--- config.mk ---
export PLATFORM = sky130hd
export DESIGN_NAME = dmem_arbiter_32
export DESIGN_NICKNAME = d
export VERILOG_FILES = /design/src/rtl/dmem_arbiter_32.sv
export SDC_FILE = /design/constraint.sdc
export NUM_CORES = 1
export LEC_CHECK = 0
export ABC_AREA = 1
export ABC_CLOCK_PERIOD_IN_PS = 4050
export CAP_MARGIN = 20
export CORE_MARGIN = 2
export CORE_UTILIZATION = 44
export DETAILED_ROUTE_END_ITERATION = 8
export PLACE_DENSITY = 0.94
export SYNTH_ARGS = -nofsm -noshare
export SYNTH_HDL_FRONTEND = slang
export SYNTH_SLANG_ARGS = --single-unit
--- constraint.sdc ---
create_clock -name clk -period 4.05 [get_ports clk]
set_clock_uncertainty 0.2 [all_clocks]
set_input_delay 0.6075 -clock clk [delete_from_list [all_inputs] [get_ports clk]]
set_output_delay 0.6075 -clock clk [all_outputs]
set_load 0.005 [all_outputs]
--- src/rtl/dmem_arbiter_32.sv ---
// dmem_arbiter_32: two-requester arbiter/sequencer in front of the 64-word data memory.
// Requester 0 is the core LSU, requester 1 the DMA/debug port. Each request runs
// accept -> ACCESS -> RESP. Alignment and range are checked before the memory is touched.
// Build option: define DMEM_ARB_RR_EN for round-robin arbitration on contention;
// without it requester 0 has fixed priority.
//
// state  | meaning
// -------+----------------------------------------------------------------
// IDLE   | no transaction in flight; a valid request is accepted here
// ACCESS | latched request drives the memory for exactly one cycle
// RESP   | owner's rsp valid pulse; a new request may be accepted here too
module dmem_arbiter_32 #(
  parameter int NUM_WORDS = 64,
  parameter int DATA_W    = 32,
  parameter int ADDR_W    = 32
) (
  input  logic              clk,
  input  logic              areset,
  input  logic              req0_valid,
  output logic              req0_ready,
  input  logic              req0_we,
  input  logic [ADDR_W-1:0] req0_addr,
  input  logic [DATA_W-1:0] req0_wdata,
  output logic              rsp0_valid,
  output logic [DATA_W-1:0] rsp0_rdata,
  output logic              rsp0_err,
  input  logic              req1_valid,
  output logic              req1_ready,
  input  logic              req1_we,
  input  logic [ADDR_W-1:0] req1_addr,
  input  logic [DATA_W-1:0] req1_wdata,
  output logic              rsp1_valid,
  output logic [DATA_W-1:0] rsp1_rdata,
  output logic              rsp1_err,
  output logic [ADDR_W-1:0] mem_addr_32,
  output logic              mem_we,
  output logic [DATA_W-1:0] mem_wdata_32,
  input  logic [DATA_W-1:0] mem_rdata_32
);

  typedef enum logic [1:0] {IDLE, ACCESS, RESP} state_t;

  state_t              state_q, state_d;
  logic                last_grant_q;
  logic                owner_q;
  logic                we_q;
  logic [ADDR_W-1:0]   addr_q;
  logic [DATA_W-1:0]   wdata_q;

  logic                grant0, grant1;
  logic                accept_ok;
  logic                accept;
  logic                addr_err;

  // Pick a winner among the asserted valids; contention policy is the build option.
  always_comb begin
    grant0 = 1'b0;
    grant1 = 1'b0;
    if (req0_valid && req1_valid) begin
`ifdef DMEM_ARB_RR_EN
      if (last_grant_q) grant0 = 1'b1;
      else              grant1 = 1'b1;
`else
      grant0 = 1'b1;
`endif
    end else begin
      grant0 = req0_valid;
      grant1 = req1_valid;
    end
  end

`ifndef DMEM_ARB_RR_EN
  // Fixed priority keeps last_grant tracked but never consults it.
  logic unused_last_grant;
  assign unused_last_grant = last_grant_q;
`endif

  // Accepts happen in IDLE or RESP only, never while reset is asserted.
  assign accept_ok  = (state_q != ACCESS) && !areset;
  assign req0_ready = accept_ok && grant0;
  assign req1_ready = accept_ok && grant1;
  assign accept     = req0_ready || req1_ready;

  // Word index must be inside the memory and the byte address word-aligned.
  assign addr_err = (addr_q[1:0] != 2'b00) ||
                    ({2'b00, addr_q[ADDR_W-1:2]} >= ADDR_W'(NUM_WORDS));

  // Next-state and memory-port drive; the memory bus is quiet outside ACCESS.
  always_comb begin
    state_d      = state_q;
    mem_addr_32  = '0;
    mem_wdata_32 = '0;
    mem_we       = 1'b0;
    case (state_q)
      IDLE, RESP: begin
        state_d = accept ? ACCESS : IDLE;
      end
      ACCESS: begin
        state_d      = RESP;
        mem_addr_32  = addr_q;
        mem_wdata_32 = wdata_q;
        // areset here must block the write on this very edge
        mem_we       = we_q && !addr_err && !areset;
      end
      default: state_d = IDLE;
    endcase
  end

  // State register.
  always_ff @(posedge clk) begin
    if (areset) state_q <= IDLE;
    else        state_q <= state_d;
  end

  // Latch the accepted request and remember who won.
  always_ff @(posedge clk) begin
    if (areset) begin
      last_grant_q <= 1'b1;
      owner_q      <= 1'b0;
      we_q         <= 1'b0;
      addr_q       <= '0;
      wdata_q      <= '0;
    end else if (accept) begin
      last_grant_q <= req1_ready;
      owner_q      <= req1_ready;
      we_q         <= req1_ready ? req1_we    : req0_we;
      addr_q       <= req1_ready ? req1_addr  : req0_addr;
      wdata_q      <= req1_ready ? req1_wdata : req0_wdata;
    end
  end

  // Capture the access result into the owner's response registers; pulse valid in RESP.
  always_ff @(posedge clk) begin
    if (areset) begin
      rsp0_valid <= 1'b0;
      rsp0_rdata <= '0;
      rsp0_err   <= 1'b0;
      rsp1_valid <= 1'b0;
      rsp1_rdata <= '0;
      rsp1_err   <= 1'b0;
    end else begin
      rsp0_valid <= (state_q == ACCESS) && !owner_q;
      rsp1_valid <= (state_q == ACCESS) &&  owner_q;
      if (state_q == ACCESS) begin
        if (owner_q) begin
          rsp1_rdata <= (we_q || addr_err) ? '0 : mem_rdata_32;
          rsp1_err   <= addr_err;
        end else begin
          rsp0_rdata <= (we_q || addr_err) ? '0 : mem_rdata_32;
          rsp0_err   <= addr_err;
        end
      end
    end
  end

endmodule
==> results.cfg <==
[route]
ant_nets = 0
detail_route.wl_per_cell_um = 16.1
via_count = 6740
route.detailed.drc = 0
dr.pass1.iters = 5
drt_iter0_markers = 494
viasPerCell = 5.36
wirelength_um = 20300

[floorplanning]
design.core.area_mm2 = 0.0137
io_pins = 301
die_area_mm2 = 0.0148
start_util_pct = 44.5
dieHeight_um = 122
rows = 43
fp.dieW_um = 122

[sta]
fmax_mhz = 333
setup_violations = 0
grt_setup_unrepaired = false
fin_ws_ps = 1050
finalSetupTns_ps = 0
slew_headroom_pct = 51.6
finalMaxSlewViolations = 0
fin_crit_sh_pct = 74.2
tightest_slew_ps = 724
hold_viol = 0
holdWs_ps = 289
period_needed_ps = 3000

[clocking]
root_buffer = clkbuf_16
clock_path_buffers = 2
numCtsBuffers = 17
cts_setup_buffers = 0
h-tree-depth = 4
clk_latency_ps = 400
cts_sinks = 136
cts.repair.resized = 0
tritoncts = built
clkTransAtPathRegs_ps = 50
cts.hold.buffers_added = 0

[synth]
synth_area_mm2 = 0.00611
yosys_warnings = 0
syn-num-nets = 975
synthMuxAreaShare_pct = 0
synth-compound-area-share_pct = 28.2
syn_avg_cell_area_um2 = 7.55
synth_fa_ha_area_share_pct = 0
ys_seq_area_share_pct = 44.6
synth-seq-cells = 136
ys_types = 24
syn_inst = 809
synthSimpleGateAreaFrac_pct = 16.3
synth_top_family_by_area = compound AO/OA/AOI/OAI gates
synth_xor_area_share_pct = 0

[placement]
dp.cells = 1224
dp_hpwl_um = 13700
dp_worst_setup_slack_ps = 1010
place.gp.congestion = 0.865
port_buffers = 300

[power]
internal_power_w = 0.00289
p_comb_share_pct = 20.5
p_leak_nw = 3.47
peakVddDrop_v = 0.000254
p_sw_w = 0.00103
p_seq_share_pct = 39.4
p_sw_share_pct = 26.4
p_per_area_mw_per_mm2 = 404
power_frac_clock_pct = 40.1

[setup_path]
reg2reg_slack_ps = 1520
crit_path_end_kind = output port
crit_end = mem_wdata_32[19]
cp.required_ps = 3240
crit_fanout = 41
rr_worst_depth = 7
critPathKind = flip-flop to output port
critPathLaunchType = flip-flop
slowest_delay_ps = 490
worstPathArrival_ps = 2200
r2r_start = state_q[1]
cp_cell_sequence = inv_1 > nand2_4 > buf_4 > nor2_1 > clkdlybuf4s50_1
regToRegEndpoint = wdata_q[13]
crit_start = state_q[1]
crit_slowest_cell = buf_4

[global_route]
grt_first_pass_wirelength_um = 30900
grt_pass1_vias = 6302
grt_max_degree = 133
antenna_found_initial = 0
track_usage_pct = 26.2
grt_overflow = 0

[run]
cap_violations = 0

[layout]
final_core_util_pct = 70.8
stdcell_count = 1257
areaGrowthSynthToFinish_pct = 59.0
nets = 1231
drive_above_1_share_pct = 7.52
n_antenna_cell = 0

[run_status]
status = finished, final reports clean

[hold_path]
min_path_type = flip-flop to flip-flop
## worst min-delay path by stage
stage                 endpoint       start  depth (start not counted)  slack (ps)
floorplan           rsp0_valid     owner_q                          1         220
global placement    state_q[0]  state_q[0]                          1         260
detailed placement  state_q[0]  state_q[0]                          1         290
CTS                 state_q[0]  state_q[0]                          1         300
global route        state_q[0]  state_q[0]                          1         320
finish              state_q[0]  state_q[0]                          1         290
## sequential cells by signal, summed over array words and instances, names as in the netlist
signal and flops:
rsp1_err 1, rsp0_rdata 32, rsp1_valid 1, wdata_q 32
rsp0_valid 1, state_q 2, addr_q 32, we_q 1
rsp1_rdata 32, rsp0_err 1, owner_q 1
## routing by layer
layer / global-route usage [%] / part of all wire [%]
met1: 29.9 / 39
met2: 44.6 / 50
met3: 8.19 / 8.8
met4: 12.0 / 3.0
met5: 0 / 0
## Yosys cell counts (all sizes together)
master,count,area share (%)
a31oi,65,6.7
and3,1,0.10
nor3,2,0.16
o21ai,196,16
nand3,35,5.5
nor2,83,5.5
clkbuf,35,2.2
nand2,78,5.1
dfxtp,136,45
a21oi,67,5.5
inv,70,4.3
buf,41,4.3
## layout make-up
cell class,count,area [um2]
fill,1006,4010
multi-input combinational,527,2740
sequential,136,2720
clock inverter,11,148
tap,180,225
clock buffer,20,457
timing repair buffer,313,3160
inverter,70,265
## metrics by stage
stage | total power (W) | instance area, um2
after detailed placement | 0.00236 | 9060
final | 0.00392 | 9710
after global routing | 0.00409 | 9710
after floorplan | 0.00193 | 6110
after global placement | 0.00233 | 9030
after CTS | 0.00394 | 9670
## cells in the final DEF, fill, tap and decap left out, drive strengths merged
cell,instances
clkinv,3
nand2,78
a21oi,67
a31oi,65
and3,1
nor2,83
o21ai,196
clkinvlp,4
inv,71
clkdlybuf4s50,299
buf,14
nor3,2
bufinv,3
dfxtp,136
clkbuf,20
nand3,35
## power groups by stage
stage / sequential (W) / clock [W] / combinational, W
global route: 0.00156 / 0.00166 / 0.000880
CTS: 0.00154 / 0.00160 / 0.000802
global placement: 0.00156 / 0 / 0.000766
floorplan: 0.00156 / 0 / 0.000369
finish: 0.00154 / 0.00157 / 0.000804
detailed placement: 0.00157 / 0 / 0.000796
## cells by family (layout without fill, tap and decap cells)
logic type | Yosys count | after routing
buffers and inverters | 146 | 414
AOI/OAI and AO/OA | 328 | 328
and+or+nand+nor | 199 | 199
DFF | 136 | 136
## critical path, delay by kind of cell, from the launching register on
family                 cells  cell delay (ps)
flip-flops                 1              300
buffers and inverters      3             1030
AND/OR/NAND/NOR            2              450
Power figures use the tool's default switching activity.
